===== src/rtl/seven_seg_pkg.sv =====
// Shared types for the seven-segment capture block: active-low segment
// patterns ordered {g,f,e,d,c,b,a} and the decode result struct.
package seven_seg_pkg;

  typedef logic [6:0] seg_pattern_t;

  localparam seg_pattern_t SEG_0     = 7'b1000000;
  localparam seg_pattern_t SEG_1     = 7'b1111001;
  localparam seg_pattern_t SEG_2     = 7'b0100100;
  localparam seg_pattern_t SEG_3     = 7'b0110000;
  localparam seg_pattern_t SEG_4     = 7'b0011001;
  localparam seg_pattern_t SEG_5     = 7'b0010010;
  localparam seg_pattern_t SEG_6     = 7'b0000010;
  localparam seg_pattern_t SEG_7     = 7'b1111000;
  localparam seg_pattern_t SEG_8     = 7'b0000000;
  localparam seg_pattern_t SEG_9     = 7'b0010000;
  localparam seg_pattern_t SEG_A     = 7'b0001000;
  localparam seg_pattern_t SEG_B     = 7'b0000011;
  localparam seg_pattern_t SEG_C     = 7'b1000110;
  localparam seg_pattern_t SEG_D     = 7'b0100001;
  localparam seg_pattern_t SEG_E     = 7'b0000110;
  localparam seg_pattern_t SEG_F     = 7'b0001110;
  localparam seg_pattern_t SEG_BLANK = 7'b1111111;

  typedef struct packed {
    logic [3:0] value;
    logic       valid;
    logic       blank;
    logic       illegal;
  } seg_decode_t;

endpackage


===== src/rtl/seven_seg_pattern_encoder.sv =====
// Combinational segment-pattern to digit decoder.
// Hex letters A-F are legal only when SEVEN_SEG_CAPTURE_HEX_EN is defined.
module seven_seg_pattern_encoder
  import seven_seg_pkg::*;
(
  input  seg_pattern_t seg_i,
  output seg_decode_t  dec_o
);

  always_comb begin
    dec_o.value   = 4'd0;
    dec_o.valid   = 1'b1;
    dec_o.blank   = 1'b0;
    dec_o.illegal = 1'b0;
    case (seg_i)
      SEG_0: dec_o.value = 4'd0;
      SEG_1: dec_o.value = 4'd1;
      SEG_2: dec_o.value = 4'd2;
      SEG_3: dec_o.value = 4'd3;
      SEG_4: dec_o.value = 4'd4;
      SEG_5: dec_o.value = 4'd5;
      SEG_6: dec_o.value = 4'd6;
      SEG_7: dec_o.value = 4'd7;
      SEG_8: dec_o.value = 4'd8;
      SEG_9: dec_o.value = 4'd9;
`ifdef SEVEN_SEG_CAPTURE_HEX_EN
      SEG_A: dec_o.value = 4'hA;
      SEG_B: dec_o.value = 4'hB;
      SEG_C: dec_o.value = 4'hC;
      SEG_D: dec_o.value = 4'hD;
      SEG_E: dec_o.value = 4'hE;
      SEG_F: dec_o.value = 4'hF;
`endif
      SEG_BLANK: begin
        dec_o.valid = 1'b0;
        dec_o.blank = 1'b1;
      end
      default: begin
        dec_o.valid   = 1'b0;
        dec_o.illegal = 1'b1;
      end
    endcase
  end

endmodule


===== src/rtl/seven_seg_capture.sv =====
// Captures a multiplexed active-low seven-segment bus back into per-position
// digit registers after STABLE_CYCLES identical samples. Hex: SEVEN_SEG_CAPTURE_HEX_EN.
module seven_seg_capture
  import seven_seg_pkg::*;
#(
  parameter int NUM_DIGITS    = 4,
  parameter int STABLE_CYCLES = 4
) (
  input  logic                    clk,
  input  logic                    rst_n,
  input  logic [NUM_DIGITS-1:0]   an_n,
  input  logic [6:0]              seg,
  input  logic                    clear_i,
  output logic [4*NUM_DIGITS-1:0] digits_o,
  output logic [NUM_DIGITS-1:0]   valid_o,
  output logic [NUM_DIGITS-1:0]   blank_o,
  output logic                    update_o,
  output logic                    err_o
);

  localparam int SW = NUM_DIGITS + 7;
  localparam int CW = $clog2(STABLE_CYCLES);
  localparam logic [CW-1:0] CNT_MAX    = CW'(STABLE_CYCLES - 1);
  localparam logic [CW-1:0] CNT_COMMIT = CW'(STABLE_CYCLES - 2);
  localparam logic [CW-1:0] CNT_ONE    = 1;
  localparam logic [NUM_DIGITS-1:0] SEL_ONE = 1;

  logic [SW-1:0]           in_w, s_q;
  logic [CW-1:0]           cnt_q, cnt_d;
  logic [4*NUM_DIGITS-1:0] digits_q;
  logic [NUM_DIGITS-1:0]   valid_q, blank_q, sel;
  logic                    update_q, err_q;
  logic                    same, commit, sel_none, sel_one, sel_multi;
  logic                    write_en, err_set, changed;
  seg_decode_t             dec;

  assign in_w   = {an_n, seg};
  assign same   = (in_w == s_q);
  assign commit = same && (cnt_q == CNT_COMMIT);
  assign cnt_d  = !same ? '0 : (cnt_q == CNT_MAX) ? cnt_q : cnt_q + CNT_ONE;

  // Active-high position select derived from the sampled anode strobes.
  assign sel       = ~s_q[SW-1:7];
  assign sel_none  = (sel == '0);
  assign sel_one   = !sel_none && ((sel & (sel - SEL_ONE)) == '0);
  assign sel_multi = !sel_none && !sel_one;

  seven_seg_pattern_encoder u_enc (
    .seg_i (s_q[6:0]),
    .dec_o (dec)
  );

  assign write_en = commit && sel_one;
  assign err_set  = commit && (sel_multi || (sel_one && dec.illegal));

  always_comb begin
    changed = 1'b0;
    for (int i = 0; i < NUM_DIGITS; i++) begin
      if (sel[i] && ({digits_q[4*i +: 4], valid_q[i], blank_q[i]} !=
                     {dec.value, dec.valid, dec.blank}))
        changed = 1'b1;
    end
  end

  always_ff @(posedge clk) begin
    if (!rst_n) begin
      s_q      <= '1;
      cnt_q    <= '0;
      digits_q <= '0;
      valid_q  <= '0;
      blank_q  <= '1;
      update_q <= 1'b0;
      err_q    <= 1'b0;
    end else begin
      s_q      <= in_w;
      cnt_q    <= cnt_d;
      update_q <= write_en && changed;
      for (int i = 0; i < NUM_DIGITS; i++) begin
        if (write_en && sel[i]) begin
          digits_q[4*i +: 4] <= dec.value;
          valid_q[i]         <= dec.valid;
          blank_q[i]         <= dec.blank;
        end
      end
      // A new error outranks a simultaneous clear.
      if (err_set)      err_q <= 1'b1;
      else if (clear_i) err_q <= 1'b0;
    end
  end

  assign digits_o = digits_q;
  assign valid_o  = valid_q;
  assign blank_o  = blank_q;
  assign update_o = update_q;
  assign err_o    = err_q;

endmodule


===== config.mk =====
export PLATFORM = sky130hd
export DESIGN_NAME = seven_seg_capture
export DESIGN_NICKNAME = d
export VERILOG_FILES = /design/src/rtl/seven_seg_pkg.sv /design/src/rtl/seven_seg_pattern_encoder.sv /design/src/rtl/seven_seg_capture.sv
export SDC_FILE = /design/constraint.sdc
export NUM_CORES = 1
export LEC_CHECK = 0
export ABC_AREA = 1
export CAP_MARGIN = 10
export CORE_MARGIN = 2
export CORE_UTILIZATION = 40
export CTS_BUF_LIST = sky130_fd_sc_hd__clkbuf_8
export DETAILED_ROUTE_END_ITERATION = 8
export SYNTH_ARGS = -nofsm -noshare
export SYNTH_HDL_FRONTEND = slang
export SYNTH_SLANG_ARGS = --single-unit

===== constraint.sdc =====
create_clock -name clk -period 4.2 [get_ports clk]
set_input_delay 0.42 -clock clk [delete_from_list [all_inputs] [get_ports clk]]
set_output_delay 0.42 -clock clk [all_outputs]
set_load 0.005 [all_outputs]

# Yosys cells after proc, flatten, opt, wreduce, memory -nomap -nowiden
# Index checks and enable logic that the tools add are counted.
[op_classes]
shifts = 0
order_cmp = 0
n_bitwise = 2
reduce_logical = 25
n_eq_ne = 17
n_mul = 0
div = 0
addsub = 2
muxes = 10
[op_table]
columns = ["cell", "n"]
rows = [
  ["case mux 4 bit (9 select lines)", 1],
  ["== test 7 bit (second input constant)", 4],
  ["inequality test 6 bit", 4],
  ["== test 7 x 5 -> 1 bit (second input constant)", 3],
  ["logical AND 1 bit", 15],
  ["== test 7 x 6 -> 1 bit (second input constant)", 2],
  ["== test 11 bit", 1],
  ["OR reduction 11 bit", 1],
  ["OR reduction 10 bit", 1],
  ["two-way mux 1 bit", 9],
  ["zero test 4 bit", 2],
  ["== test 7 x 2 -> 1 bit (second input constant)", 1],
  ["zero test 7 bit", 1],
  ["bitwise AND 4 bit", 1],
  ["== test 2 bit (second input constant)", 2],
  ["inverter 4 bit", 1],
  ["subtractor 4 x 1 -> 4 bit (second input constant)", 1],
  ["adder 2 x 1 -> 2 bit (second input constant)", 1],
  ["zero test 1 bit", 2],
  ["AND reduction 2 bit", 1],
  ["nonzero test 2 bit", 1],
  ["logical OR 1 bit", 1],
]
[totals]
latchBits = 0
input_bits = 14
out_inout_bits = 26
ram_bits = 0
wordCells = 72
register_bits = 39
rom_bits = 0
memories = 0

# Longest topological paths before layout
[depth]
depth_word = 10
mapped_depth = 16
depth_no_buf = 15

# Modules after synthesis
# Synthesis repeated with hierarchy kept, for this count alone.
[hier_totals]
cells_unflattened = 387
hier_area_um2 = 2389.8
[by_module_without_submodules]
columns = ["module", "cells_each", "area_each_um2", "instances"]
rows = [
  ["seven_seg_capture", 318, 2079.5, 1],
  ["seven_seg_pattern_encoder", 69, 310.3, 1],
]

# Worst setup path after synthesis
# No wires, ideal clock.
[synth_path]
path_kind = "register to register"
start = "register s_q[8]"
end = "register digits_q[15] (netlist: digits_o[15])"
arrival_ns = 1.585
synth_period_minus_slack_ns = 1.703
t_required_ns = 4.083
path_buffers = 0
path_stages_with_launch = 9
setup_slack_ns = 2.497
cell_sequence = "dfxtp_1 > xnor2_1 > nand3_1 > nor3_4 > nand4_4 > nor2_4 > inv_4 > o21ai_1 > a21oi_1"
[synth_via]
elab_chain_cells = 7
word_cells_on_any_way = 11
[synth_lines]
columns = ["item", "line_no", "text"]
rows = [
  ["start: declaration", "seven_seg_capture.sv:28", "logic [SW-1:0] in_w, s_q;"],
  ["start signal: assignment", "seven_seg_capture.sv:75", "s_q <= in_w;"],
  ["inverter 4 bit", "seven_seg_capture.sv:43", "assign sel = ~s_q[SW-1:7];"],
  ["subtractor 4 x 1 -> 4 bit", "seven_seg_capture.sv:45", "assign sel_one = !sel_none && ((sel & (sel - SEL_ONE)) == '0);"],
  ["bitwise AND 4 bit", "seven_seg_capture.sv:45", ""],
  ["zero test 4 bit", "seven_seg_capture.sv:45", ""],
  ["logical AND 1 bit", "seven_seg_capture.sv:45", ""],
  ["logical AND 1 bit *", "seven_seg_capture.sv:53", "assign write_en = commit && sel_one;"],
  ["logical AND 1 bit *", "seven_seg_capture.sv:79", "if (write_en && sel[i]) begin"],
  ["end signal: indexed assignment", "seven_seg_capture.sv:80", "digits_q[4*i +: 4] <= dec.value;"],
  ["end: declaration", "seven_seg_capture.sv:30", "logic [4*NUM_DIGITS-1:0] digits_q;"],
]
# Mark *: on every way between the ends. The rest lies on a longest branch, timed or not.
# A chain may end at the register's enable or synchronous reset.

# Worst setup path after layout
[layout_path]
start = "register s_q[6]"
end = "register update_q (netlist: update_o)"
[layout_via]
elab_chain_cells = 10
word_cells_on_any_way = 31
[layout_lines]
columns = ["item", "line_no", "text"]
rows = [
  ["== test 7 bit, or another cell as far along", "seven_seg_pattern_encoder.sv:15", "case (seg_i)"],
  ["OR reduction 10 bit (no line)", "-", ""],
  ["two-way mux 1 bit", "seven_seg_pattern_encoder.sv:15", ""],
  ["inequality test 6 bit", "seven_seg_capture.sv:59", "if (sel[i] && ({digits_q[4*i +: 4], valid_q[i], blank_q[i]} !="],
  ["logical AND 1 bit", "seven_seg_capture.sv:59", ""],
  ["two-way mux 1 bit (4 in a row)", "seven_seg_capture.sv:59", ""],
  ["logical AND 1 bit *", "seven_seg_capture.sv:77", "update_q <= write_en && changed;"],
  ["end signal: assignment", "seven_seg_capture.sv:77", ""],
  ["end: declaration", "seven_seg_capture.sv:32", "logic update_q, err_q;"],
]
# Marks and branches as above.

==> results.md <==
- Worst hold path type: reg2reg
- FFs w/ async S/R, synth: 0
- Die H: 80.61 µm
- Total wire length: between 5000 and 6000 µm
- Die area: around 6500 µm²
- GRT Total Usage: 0.1968
- Syn Std Cell Area: approximately 2300 µm²
- RR Startpoint: s_q[6]
- Yosys top cell area share: 0.3326
- Synth area leader: dfxtp_1
- Peak Freq: just under 0.5 GHz
- Final Setup Violations: 0
- Post-cts resize count: 0
- Critical path class: reg2reg
- CP Launch Type: register
- Critical Path Start: s_q[6]
- CTS tree: yes
- Placed Area: 2811 µm²
- CTS Buffer Depth: 2
- Setup ws final: roughly 2.1 ns
- Reg2reg end: update_o
- Syn Nets: approximately 360
- Largest delay share family, worst path: simple AND/OR/NAND/NOR gates
- Number of synthesized flops with an enable pin: 0
- FF-to-FF setup slack: 2.14 ns
- Clock transition at path regs: ~0.08 ns
- Final Critical Period: about 2.1 ns
- Slew @ Worst Pin: 0.5025 ns
- Stages on the worst setup path: 11
- Main synth FF type: dfxtp_1
- Seq/Total Area, Yosys: 0.3326
- H-Tree Depth: 2
- Layout cell share with drive strength beyond 1: 0.1407
- DR pass1 iterations: 4
- Finished Cell Area: around 2900 µm²
- Worst Path Arrival: approximately 2.3 ns
- Number of port buffers: 39
- Vias per cell: ~4.9
- Final period util: 0.4893
- Clock Skew: ~0.01 ns
- CTS root buffer: clkbuf_8
- Top cells by count, synth: nand2_1 (93), dfxtp_1 (39), inv_1 (39), nor2_1 (39), a21oi_1 (23)
- Initial antenna violation count: 0
- Worst-path fanout max: 9
- Syn. warnings: 0
- # DRC: 0
- Top-count cell post-synth: nand2_1
- Num CTS Buffers: 5
- # clock sinks: 39
- WP data required: roughly 4.4 ns
- CP most frequent cell: nor2_1
- Die width: approximately 81 µm
- Antenna-violating nets left: 0
- First-pass GRT wire length: slightly below 10000 µm
- Vias: ~2300
- Critical path capture point type: register
- Post-CTS Setup Repair Bufs: 0
- Setup TNS: 0 ns
- Largest net degree at the start of global routing: 26
- Site Rows: 27
- Core Area: between 5000 and 6000 µm²
- Fill count: between 500 and 600
- Largest stage delay, worst path: 0.51 ns
- MaxCap Viol Count: 0
- Grt total ovfl: 0
- Dpl cells: around 460
- Vias in the first global route: about 2100
- Hold buffer count at CTS: 0
- Ranking of synthesized cells by area: dfxtp_1 (33%), nand2_1 (15%), inv_1 (6.2%)
- Mapped Avg Cell Area: between 6 and 7 µm²
- Clk_lat worst skew: roughly 0.30 ns
- Hold violation count in the final report: 0
- Starting Density: 0.4211
- Final Wtd Congestion: roughly 0.87
- Post-DP HPWL: about 4500 µm
- Pre-CTS setup slack: between 1.5 and 2 ns
- Pins Over Slew Limit: 0
- RSZ-0062 raised after global routing: no
- Num ports: 40
- DRT iter0 DRCs: 163
- Drt wl/cell: about 13 µm
- Area Overhead vs Synth: 24.20%
- Worst vdd ir: 0.1273 mV
- Rel. slew slack: 0.6646
- R2R cell count: 11
- CP max stage cell: dfxtp_1
- CP Capture Point: update_o
- Synth Instances: ~350
- Yosys cell types: 34
- Flops & latches, synth: 39
- Buffers and inverters on the worst path: 1
- Final Instance Count excl. Fillers: roughly 460
- Leakage: between 1 and 1.5 nW
- Layout Nets: slightly above 400
- Antenna diodes: 0
- CP Cell Sequence: nor2_1 -> nand3_2 -> inv_2 -> a21oi_2 -> nand3_4 -> nand2_1 -> nand3_1 -> o21bai_1 -> nand2_1 -> nor2_1 -> nor2_1
- Status: finished clean
- Pwr/cell area: 260.8 nW/µm²
## cells in the final DEF (no fill, tap or decap), drive strengths merged
cell type / netlist / routed
nor2: 51 / 51
o21bai: 1 / 1
clkbuf: 3 / 7
clkinvlp: 0 / 1
nor3: 3 / 3
o21ai: 22 / 22
or2: 5 / 5
xnor2: 3 / 3
dfxtp: 39 / 39
o211ai: 1 / 1
a21oi: 24 / 24
buf: 2 / 1
a211oi: 4 / 4
xor2: 9 / 9
nand4: 9 / 9
inv: 52 / 52
nand2: 97 / 97
ha: 2 / 2
nand3: 20 / 20
clkdlybuf4s50: 0 / 39
o22ai: 1 / 1
## per-stage QoR
stage	power [mW]	util	hold slack (ns)
2_1_floorplan	0.4484	-	0.4596
3_3_place_gp	0.4763	0.5044	0.4562
3_5_place_dp	0.4767	0.5044	0.4581
4_1_cts	0.7652	0.5230	0.4691
5_1_grt	0.7902	0.5230	0.5132
6_report	0.7602	0.5230	0.4647
## cell type report
class,count,area [µm²],area share
Multi-Input combinational cell,252,1343,0.4605
Timing Repair Buffer,40,397.9,0.1365
Clock buffer,7,96.34,0.03305
Inverter,52,200.2,0.06867
Sequential cell,39,780.7,0.2678
Tap cell,72,90.09,0.03090
Clock inverter,1,7.507,0.002575
## worst register-to-register path, cell delays in order, from the launching register on
cell and delay [ns]:
dfxtp_1 0.51, nor2_1 0.13, nand3_2 0.16, inv_2 0.11
a21oi_2 0.27, nand3_4 0.18, nand2_1 0.11, nand3_1 0.09
o21bai_1 0.14, nand2_1 0.07, nor2_1 0.14, nor2_1 0.05
## worst min path at each step
stage                       startpoint           end  cells after the start
after floorplan                  err_o         err_o                      2
after global placement           err_o         err_o                      2
after detailed placement         err_o         err_o                      2
after CTS                        err_o         err_o                      2
after global routing      digits_o[11]  digits_o[11]                      2
final                            err_o         err_o                      2
## layer usage
| layer | share of wire | vias up | GRT usage |
|---|---|---|---|
| met3 | 0.041 | 7 | 0.03820 |
| li1 | - | 1190 | - |
| met2 | 0.46 | 44 | 0.3283 |
| met4 | 0.0090 | 0 | 0.05763 |
| met1 | 0.49 | 1012 | 0.2563 |
| met5 | 0 | - | 0 |
## kinds of logic after synthesis
logic type | count (synthesis) | share of synthesized area
and+or+nand+nor | 185 | 0.3865
buffers and inverters | 57 | 0.09541
AOI/OAI and AO/OA | 53 | 0.1301
DFF | 39 | 0.3326
xor gates and xnor gates | 12 | 0.04478
adders and majority gates | 2 | 0.01066
## power breakdown
part           total (mW)  switching, mW  internal (mW)
Clock               0.292          0.143          0.150
Combinational      0.0814         0.0476         0.0338
Sequential          0.387         0.0116          0.375
## registers in the layout, indices dropped and copies added (netlist names)
signal / cells
s_q: 11
err_o: 1
digits_o: 16
valid_o: 4
update_o: 1
blank_o: 4
cnt_q: 2
Note: power is estimated with default switching activity, not from simulation.
